===== src/rtl/complement_base_master.sv =====
// rtl/complement_base_master.sv - Avalon-MM initiator that writes one base to the s0 slave and streams back its complement
module complement_base_master #(
  parameter int DATA_WIDTH   = 8,
  parameter int READ_LATENCY = 1,
  parameter int COUNT_WIDTH  = 16
) (
  input  logic                   csi_clock,
  input  logic                   rsi_reset_n,
  input  logic [0:DATA_WIDTH-1]  asi_in_data,
  input  logic                   asi_in_valid,
  output logic                   asi_in_ready,
  output logic                   avm_m0_write,
  output logic [0:DATA_WIDTH-1]  avm_m0_writedata,
  output logic                   avm_m0_read,
  input  logic [0:DATA_WIDTH-1]  avm_m0_readdata,
  input  logic                   avm_m0_waitrequest,
  output logic [0:DATA_WIDTH-1]  aso_out_data,
  output logic                   aso_out_valid,
  input  logic                   aso_out_ready,
  output logic [COUNT_WIDTH-1:0] coe_count,
  output logic                   coe_busy
);

  typedef enum logic [2:0] {S_IDLE, S_WRITE, S_READ, S_LAT, S_OUT} state_t;

  // LAT holds for READ_LATENCY cycles, so the counter starts one below it
  localparam logic [2:0] LAT_LOAD = (READ_LATENCY > 0) ? 3'(READ_LATENCY - 1) : 3'd0;

  state_t                  state_q, state_d;
  logic [0:DATA_WIDTH-1]   base_q, base_d;
  logic [0:DATA_WIDTH-1]   result_q, result_d;
  logic [2:0]              lat_q, lat_d;
  logic [COUNT_WIDTH-1:0]  count_q, count_d;

  always_ff @(posedge csi_clock) begin
    if (!rsi_reset_n) begin
      state_q  <= S_IDLE;
      base_q   <= '0;
      result_q <= '0;
      lat_q    <= '0;
      count_q  <= '0;
    end else begin
      state_q  <= state_d;
      base_q   <= base_d;
      result_q <= result_d;
      lat_q    <= lat_d;
      count_q  <= count_d;
    end
  end

  always_comb begin
    state_d       = state_q;
    base_d        = base_q;
    result_d      = result_q;
    lat_d         = lat_q;
    count_d       = count_q;
    avm_m0_write  = 1'b0;
    avm_m0_read   = 1'b0;
    aso_out_valid = 1'b0;
    case (state_q)
      S_IDLE: begin
        if (asi_in_valid) begin
          base_d  = asi_in_data;
          state_d = S_WRITE;
        end
      end
      S_WRITE: begin
        avm_m0_write = 1'b1;
        if (!avm_m0_waitrequest) state_d = S_READ;
      end
      S_READ: begin
        avm_m0_read = 1'b1;
        if (!avm_m0_waitrequest) begin
          if (READ_LATENCY == 0) begin
            result_d = avm_m0_readdata;
            state_d  = S_OUT;
          end else begin
            lat_d   = LAT_LOAD;
            state_d = S_LAT;
          end
        end
      end
      S_LAT: begin
        if (lat_q == 3'd0) begin
          result_d = avm_m0_readdata;
          state_d  = S_OUT;
        end else begin
          lat_d = lat_q - 3'd1;
        end
      end
      S_OUT: begin
        aso_out_valid = 1'b1;
        if (aso_out_ready) begin
          count_d = count_q + COUNT_WIDTH'(1);
          state_d = S_IDLE;
        end
      end
      default: state_d = S_IDLE;
    endcase
  end

  // ready is gated by reset so nothing is offered while reset is held
  assign asi_in_ready     = (state_q == S_IDLE) && rsi_reset_n;
  assign avm_m0_writedata = base_q;
  assign aso_out_data     = result_q;
  assign coe_count        = count_q;
  assign coe_busy         = (state_q != S_IDLE);

endmodule


===== config.mk =====
export PLATFORM = sky130hd
export DESIGN_NAME = complement_base_master
export DESIGN_NICKNAME = d
export VERILOG_FILES = /design/src/rtl/complement_base_master.sv
export SDC_FILE = /design/constraint.sdc
export NUM_CORES = 1
export LEC_CHECK = 0
export BUFFER_PORTS_ARGS = -buffer_cell sky130_fd_sc_hd__buf_2
export CAP_MARGIN = 30
export CELL_PAD_IN_SITES_DETAIL_PLACEMENT = 1
export CELL_PAD_IN_SITES_GLOBAL_PLACEMENT = 1
export CORE_MARGIN = 2
export CORE_UTILIZATION = 38
export CTS_CLUSTER_DIAMETER = 30
export DETAILED_ROUTE_END_ITERATION = 12
export PLACE_DENSITY_LB_ADDON = 0.2
export SLEW_MARGIN = 20
export SYNTH_ARGS = -nofsm -noshare
export SYNTH_HDL_FRONTEND = slang
export SYNTH_SLANG_ARGS = --single-unit

===== constraint.sdc =====
create_clock -name csi_clock -period 2.55 [get_ports csi_clock]
set_input_delay 0.3825 -clock csi_clock [delete_from_list [all_inputs] [get_ports csi_clock]]
set_output_delay 0.3825 -clock csi_clock [all_outputs]
set_load 0.02 [all_outputs]

# Word level (Yosys, flattened, before mapping)
# Cells that the tools add are included.
[op_classes] add_sub_neg=2 n_mul=0 div=0 n_lt_le_gt_ge=0 n_eq_ne=10 shifts=0 mux=12 n_bitwise=0 n_reduce_logical=10
[ops] op="3-bit 2-to-1 mux" count=7
[ops] op="16-bit by 1-bit adder with 16-bit output, second input constant" count=1
[ops] op="3-bit one-hot mux with 5 select lines" count=1
[ops] op="2-bit inequality test, second input constant" count=6
[ops] op="3-bit by 2-bit == test with 1-bit output, second input constant" count=2
[ops] op="3-bit logical NOT" count=2
[ops] op="3-bit one-hot mux with 2 select lines" count=1
[ops] op="2-bit AND reduction" count=3
[ops] op="5-bit AND reduction" count=1
[ops] op="3-bit by 1-bit == test with 1-bit output, second input constant" count=1
[ops] op="3-bit == test, second input constant" count=1
[ops] op="1-bit 2-to-1 mux" count=3
[ops] op="3-bit AND reduction" count=1
[ops] op="3-bit nonzero test" count=1
[ops] op="3-bit by 1-bit subtractor with 3-bit output, second input constant" count=1
[ops] op="2-bit nonzero test" count=1
[ops] op="1-bit logical AND" count=1
[totals] reg_bits=38 latchBits=0 mem_bits_rw=0 rom_bits=0 input_bits=21 output_inout_bits=37 elab_cells=39 n_memories=0

# Depth between registers and ports, before layout
# Gate-level depths: netlist of run 1.
[depth] ltp_word=3 mapped_depth=6 mapped_depth_nobuf=6

# Least setup slack after synthesis of run 1
# OpenSTA, ideal clock, no wires.
[synth_path] path_type="flip-flop to flip-flop" from="reg state_q[2]" to="reg count_q[14], in the netlist coe_count[14]" setup_ns=0.070 arrival_ns=1.640 required_time_ns=2.480 setup_slack_ns=0.839 path_stages_with_launch=5 n_path_buf=0 synth_period_minus_slack_ns=1.711 path_cell_list="dfxtp_1 nor3b_4 nand2_4 or4_1 a21oi_1"
[synth_between] elab_chain_cells=2
[synth_rtl] element="from (decl)" line="29" source="state_t state_q, state_d;"
[synth_rtl] element="from (signal assigned)" line="43" source="state_q <= state_d;"
[synth_rtl] element="3-bit == test" line="60" source="case (state_q)"
[synth_rtl] element="2-bit AND reduction (no line)"
[synth_rtl] element="to (signal assigned)" line="47" source="count_q <= count_d;"
[synth_rtl] element="to (decl)" line="33" source="logic [COUNT_WIDTH-1:0] count_q, count_d;"
# No other way between the ends.
# A chain may end at the register's enable or synchronous reset.

# Worst setup path in the final report of run 1
[layout_path] from="reg state_q[2]" to="out aso_out_valid"
[layout_between] elab_chain_cells=2
[layout_rtl] element="3-bit == test" line="60"
[layout_rtl] element="1-bit 2-to-1 mux" line="60"
[layout_rtl] element="to (decl)" line="18" source="output logic aso_out_valid,"
# No other way between the ends.

==> impl_metrics.py, run 1 <==
metrics = {
    "logic_synthesis": {
        "postSynthCellCount": 193,
        "synth_nets": 217,
        "synth_xor_area_share_pct": 4.70,
        "synth_fa_ha_area_share_pct": 2.24,
        "synth_compound_area_share_pct": 9.17,
        "synth_warnings": 0,
        "yosys.cell_types.count": 34,
        "ys_seq_elements": 38,
        "syn_avg_cell_area_um2": 8.69,
        "synthTopCellsByArea": "dfxtp_1, mux2i_1, nand2_1",
        "yosys.area_share.simple_pct": 30.0,
        "synth_edf_count": 0,
        "dominantRegCellSynth": "dfxtp_1",
        "async_flop_share_pct": 0,
        "yosys-mux-area-fraction_pct": 5.97,
        "synth_top_family_by_area": "simple AND/OR/NAND/NOR gates",
        "ys_seq_area_share_pct": 45.3,
        "yosys.area.top_type": "dfxtp_1",
        "synth_area_mm2": 0.00168,
        "synth_top_area_share_pct": 45.3,
    },
    "job": {
        "max-cap-violations": 0,
    },
    "timing": {
        "max_freq_ghz": 0.532,
        "hold_violations": 0,
        "slew_headroom_pct": 45.2,
        "finClkSkew_ps": 8.84,
        "finalMaxSlewViolations": 0,
        "timing.final.crit_share_pct": 73.7,
        "setup_viol": 0,
        "worst_slack_ps": 671,
        "fin_crit_ps": 1880,
        "rsz0062_at_grt": "false",
        "setup-tns-final_ps": 0,
        "worst_slew_pin_slew_ps": 815,
        "hold_slack_ps": 334,
    },
    "placed_design": {
        "gp_congestion": 0.795,
        "dp_hpwl_mm": 2.86,
        "detailedPlace.worstSlack_ps": 742,
        "io_buffers": 57,
    },
    "route": {
        "drc": 0,
        "drt_iter0_markers": 60,
        "drtAntennaViolNets": 0,
        "wl_per_cell_um": 13.3,
        "wl_mm": 4.03,
        "viasPerCell": 4.93,
        "first_pass_iters": 4,
        "vias": 1500,
    },
    "worst_setup_path": {
        "arrival_ps": 1500,
        "crit_required_ps": 2170,
        "path_max_fanout": 8,
        "cp-startpoint": "state_q[2]$_SDFFE_PN0P_",
        "start_kind": "flip-flop",
        "end_kind": "primary output",
        "crit_type": "flip-flop to primary output",
        "reg2reg_from": "state_q[0]$_SDFFE_PN0P_",
    },
    "finish": {
        "final_common_cell": "buf_2",
        "final_cell_mix": "buf_2, dfxtp_1, nand2_1, nor2_1, a21oi_1",
        "drive_gt1_share_pct": 27.8,
        "final_nets": 275,
        "n_antenna_cell": 0,
        "final_core_util_pct": 48.9,
        "area_growth_pct": 25.1,
    },
    "floorplan": {
        "rows": 24,
        "die_x_um": 70.5,
        "fp.dieH_um": 70.5,
        "core_mm2": 0.00429,
        "start_util_pct": 39.1,
        "dieArea_mm2": 0.00496,
        "io_pins": 58,
    },
    "clocking": {
        "cts_inserted_buffers": 5,
        "post_cts_buffers": 0,
        "clock-root-buffer": "clkbuf_8",
        "clock-sinks": 38,
        "cts_resized": 0,
        "holdBufCountCts": 0,
        "clk_pin_slew_ps": 70,
        "cts_tree": "built",
        "cts_max_level": 2,
        "cts_buffer_depth": 2,
        "clk_latency_ps": 290,
    },
    "min_path": {
        "hp-class": "input port to flip-flop",
        "min-delay-start": "asi_in_data[3]",
    },
    "global_routing": {
        "grt.total_usage_pct": 16.7,
        "gr-total-overflow": 0,
        "grt_pass1_vias": 1453,
        "grt_pass1_wl_mm": 6.67,
        "antenna_found_initial": 0,
        "grt_max_degree": 34,
    },
    "power_and_ir_drop": {
        "peakVddDrop_mv": 0.319,
        "powerDensity_mw_per_mm2": 556,
        "p_leak_nw": 0.918,
        "p_total_mw": 1.17,
    },
    "outcome": {
        "status": "complete, no violations",
    },
}
## critical path, stage by stage (launching register included)
cell and delay (ps):
dfxtp_1 500, nor3b_4 470, buf_2 250
## metrics by stage
step	area [um2]	instances
after CTS	2100	304
after global routing	2100	304
after detailed placement	2010	296
after global placement	2010	296
after floorplan	1680	193
final	2100	304
## layout make-up
type | count | area (um2)
Clock buffer | 7 | 86.3
Tap cell | 52 | 65.1
Sequential cell | 38 | 761
Timing Repair Buffer | 58 | 293
Inverter | 4 | 15.0
Fill cell | 542 | 2200
Clock inverter | 1 | 5.00
Multi-Input combinational cell | 144 | 873
## synth_stat cells, types with 2 or more instances
master / number
xor2_1: 6
inv_1: 3
nand3_1: 8
or4_1: 3
dfxtp_1: 38
clkbuf_1: 5
nor2_1: 23
o31ai_1: 4
or3_1: 4
ha_1: 3
nor3_1: 4
xnor2_1: 3
o21ai_0: 4
nand2b_1: 7
nand3b_1: 2
nor3b_1: 2
and3_1: 3
nand4_1: 4
nand2_1: 25
buf_2: 2
a21oi_1: 18
mux2i_1: 10
## cells by family (layout without fill, tap and decap cells)
| group | after synthesis | in the layout |
|---|---|---|
| adders and majority gates | 3 | 3 |
| DFF | 38 | 38 |
| muxes | 10 | 10 |
| xor gates and xnor gates | 9 | 9 |
| and+or+nand+nor | 94 | 94 |
| AOI/OAI and AO/OA | 28 | 28 |
| buffers and inverters | 11 | 70 |
## report_power, final
group          switching [mW]  leakage, nW  internal (mW)
Sequential             0.0155        0.308          0.607
Combinational          0.0769        0.562         0.0476
Clock                   0.202       0.0482          0.218
## routing by layer
metal	GRT usage [%]	vias to the layer above	wire, um
met1	21.1	684	1950
met4	5.13	0	41
li1	-	777	-
met5	0	-	0
met2	27.1	35	1830
met3	4.91	4	203
## worst paths after layout
check	endpoint	slack, ps	depth (start not counted)
worst min register to register	avm_m0_writedata[0]$_SDFFE_PN0P_	450	2
worst min-delay path	avm_m0_writedata[3]$_SDFFE_PN0P_	330	3
worst max register to register	coe_count[13]$_SDFFE_PN0P_	710	4
worst max-delay path	aso_out_valid	670	2
## registers in the layout, indices dropped and copies added (netlist names)
signal and count:
avm_m0_writedata 8, lat_q 3, aso_out_data 8, coe_count 16, state_q 3
(Power assumes the default switching activity.)
==> inputs of run 2 (changes only) <==
Settings changed: ABC_AREA set to 1, CORE_UTILIZATION 38 to 34.
Clock period 2.55 ns to 1.8 ns, I/O delays scaled along.
==> run 2 against run 1 <==
Flip-flop and latch count unchanged. Combinational power rose to 7.4 times the previous value. Clock power up 120%. Core utilization down 4.1 points. Critical path type unchanged. Cell count up 27%. Worst setup slack worse by 440 ps. Largest power group unchanged. Power up 150%. Routed wire length up 9.7%. Clock skew down 3.8 ps.
==> impl_metrics.py, run 2 <==
metrics = {
    "global_routing": {
        "grt.total_usage_pct": 16.1,
        "grt_pass1_vias": 1557,
        "antenna_found_initial": 0,
        "grt_max_degree": 34,
        "gr-total-overflow": 0,
        "grt_pass1_wl_mm": 7.02,
    },
    "floorplan": {
        "start_util_pct": 34.8,
        "io_pins": 58,
        "dieArea_mm2": 0.00575,
        "core_mm2": 0.00504,
        "die_x_um": 75.8,
        "rows": 26,
        "fp.dieH_um": 75.8,
    },
    "route": {
        "drc": 0,
        "wl_mm": 4.42,
        "vias": 1742,
        "drtAntennaViolNets": 0,
        "viasPerCell": 4.50,
        "wl_per_cell_um": 11.4,
        "first_pass_iters": 4,
        "drt_iter0_markers": 38,
    },
    "timing": {
        "worst_slack_ps": 231,
        "setup_viol": 0,
        "finalMaxSlewViolations": 0,
        "hold_violations": 0,
        "rsz0062_at_grt": "false",
        "max_freq_ghz": 0.637,
        "worst_slew_pin_slew_ps": 507,
        "hold_slack_ps": 233,
        "slew_headroom_pct": 66.1,
        "setup-tns-final_ps": 0,
        "timing.final.crit_share_pct": 87.2,
        "fin_crit_ps": 1570,
        "finClkSkew_ps": 5.06,
    },
    "logic_synthesis": {
        "ys_seq_elements": 38,
        "synth_warnings": 0,
        "synth_common_cells": "nor2_1, nand2_1, dfxtp_1, inv_1, o21ai_0",
        "yosys.area.top_type": "dfxtp_1",
        "synth_edf_count": 0,
        "ys_seq_area_share_pct": 43.4,
        "dominantRegCellSynth": "dfxtp_1",
        "syn_avg_cell_area_um2": 6.87,
        "synth_nets": 279,
        "async_flop_share_pct": 0,
        "yosys.cell_types.count": 23,
        "synth_area_mm2": 0.00175,
        "postSynthCellCount": 255,
        "synth_top_area_share_pct": 43.4,
        "synthTopCellsByArea": "dfxtp_1, nor2_1, nand2_1",
        "yosysMostFrequentCell": "nor2_1",
    },
    "placed_design": {
        "detailedPlace.worstSlack_ps": 312,
        "gp_congestion": 0.765,
        "io_buffers": 57,
        "dp_hpwl_mm": 3.42,
        "dp.cells": 379,
    },
    "worst_setup_path": {
        "cp_slowest_stage_delay_ps": 390,
        "crit_buf_inv": 1,
        "crit_required_ps": 1530,
        "end_kind": "primary output",
        "crit_path_top_delay_cell": "dfxtp_1",
        "crit_type": "flip-flop to primary output",
        "arrival_ps": 1300,
        "start_kind": "flip-flop",
        "cp_cell_sequence": "nor2_2 -> nand2_1 -> nor2_1 -> buf_2",
        "cp_top_family": "simple AND/OR/NAND/NOR gates",
        "path_max_fanout": 6,
    },
    "clocking": {
        "cts_max_level": 2,
        "clk_pin_slew_ps": 80,
        "holdBufCountCts": 0,
        "clock-sinks": 38,
        "cts_buffer_depth": 2,
        "clock-root-buffer": "clkbuf_8",
        "cts_resized": 0,
        "clk_latency_ps": 290,
        "cts_tree": "built",
        "cts_inserted_buffers": 5,
        "post_cts_buffers": 0,
    },
    "power_and_ir_drop": {
        "peakVddDrop_mv": 0.665,
        "p_leak_nw": 1.10,
        "powerDensity_mw_per_mm2": 1290,
    },
    "finish": {
        "largest_reg_flops": 16,
        "n_antenna_cell": 0,
        "final_nets": 340,
        "drive_gt1_share_pct": 25.6,
        "final_cell_mix": "buf_2, nor2_1, nand2_1, inv_1, dfxtp_1",
        "area_growth_pct": 28.8,
        "layoutNonFillerInstCount": 387,
        "final_core_util_pct": 44.8,
        "final_common_cell": "buf_2",
    },
    "outcome": {
        "status": "complete, no violations",
    },
    "min_path": {
        "hp-class": "input port to flip-flop",
    },
    "job": {
        "max-cap-violations": 0,
    },
}
run 2: worst paths after layout:
kind                                    start                                to  slack (ps)  cells after the start
min                        avm_m0_readdata[5]      aso_out_data[5]$_SDFFE_PN0P_         230                      3
max                   state_q[2]$_SDFFE_PN0P_                      asi_in_ready         230                      4
min reg2reg  avm_m0_writedata[2]$_SDFFE_PN0P_  avm_m0_writedata[2]$_SDFFE_PN0P_         450                      2
max reg2reg           state_q[2]$_SDFFE_PN0P_  avm_m0_writedata[6]$_SDFFE_PN0P_         260                      4
run 2: worst register-to-register path, cell delays in order (launching register included):
cell	delay, ps
dfxtp_1	390
nor2_2	230
nand3_1	400
o21ai_0	320
a21oi_1	60
run 2: cell families after synthesis:
kind of cell,Yosys count,synth area share (%)
compound gates,41,12.3
xor+xnor,2,0.999
fa+ha+maj,3,2.14
buf+inv,45,9.85
flops,38,43.4
simple gates,126,31.3
run 2: power breakdown:
part / total [mW] / switching, mW / internal [mW] / leakage (nW)
Sequential: 1.07 / 0.101 / 0.974 / 0.309
Combinational: 0.925 / 0.622 / 0.303 / 0.722
Clock: 0.903 / 0.311 / 0.591 / 0.0714
run 2: final cells by class:
cell class                      instances  area (um2)
Multi-Input combinational cell        172         820
Inverter                               41         154
Tap cell                               70        87.6
Timing Repair Buffer                   58         293
Sequential cell                        38         761
Clock buffer                            6        82.6
Clock inverter                          2        60.1
Fill cell                             684        2790
run 2: per-layer routing:
metal | routed length [um] | vias up | global-route usage, % | part of all wire (%)
met3 | 278 | 8 | 3.97 | 6.3
li1 | - | 911 | - | -
met2 | 1930 | 40 | 24.4 | 44
met4 | 68 | 0 | 5.85 | 1.5
met1 | 2140 | 783 | 22.1 | 48
met5 | 0 | - | 0 | 0
run 2: through the flow:
stage          area [um2]  total power [mW]
2_1_floorplan        1750              1.75
3_3_place_gp         2110              2.01
3_5_place_dp         2110              2.03
6_report             2260              2.90
4_1_cts              2260              2.95
5_1_grt              2260              3.10
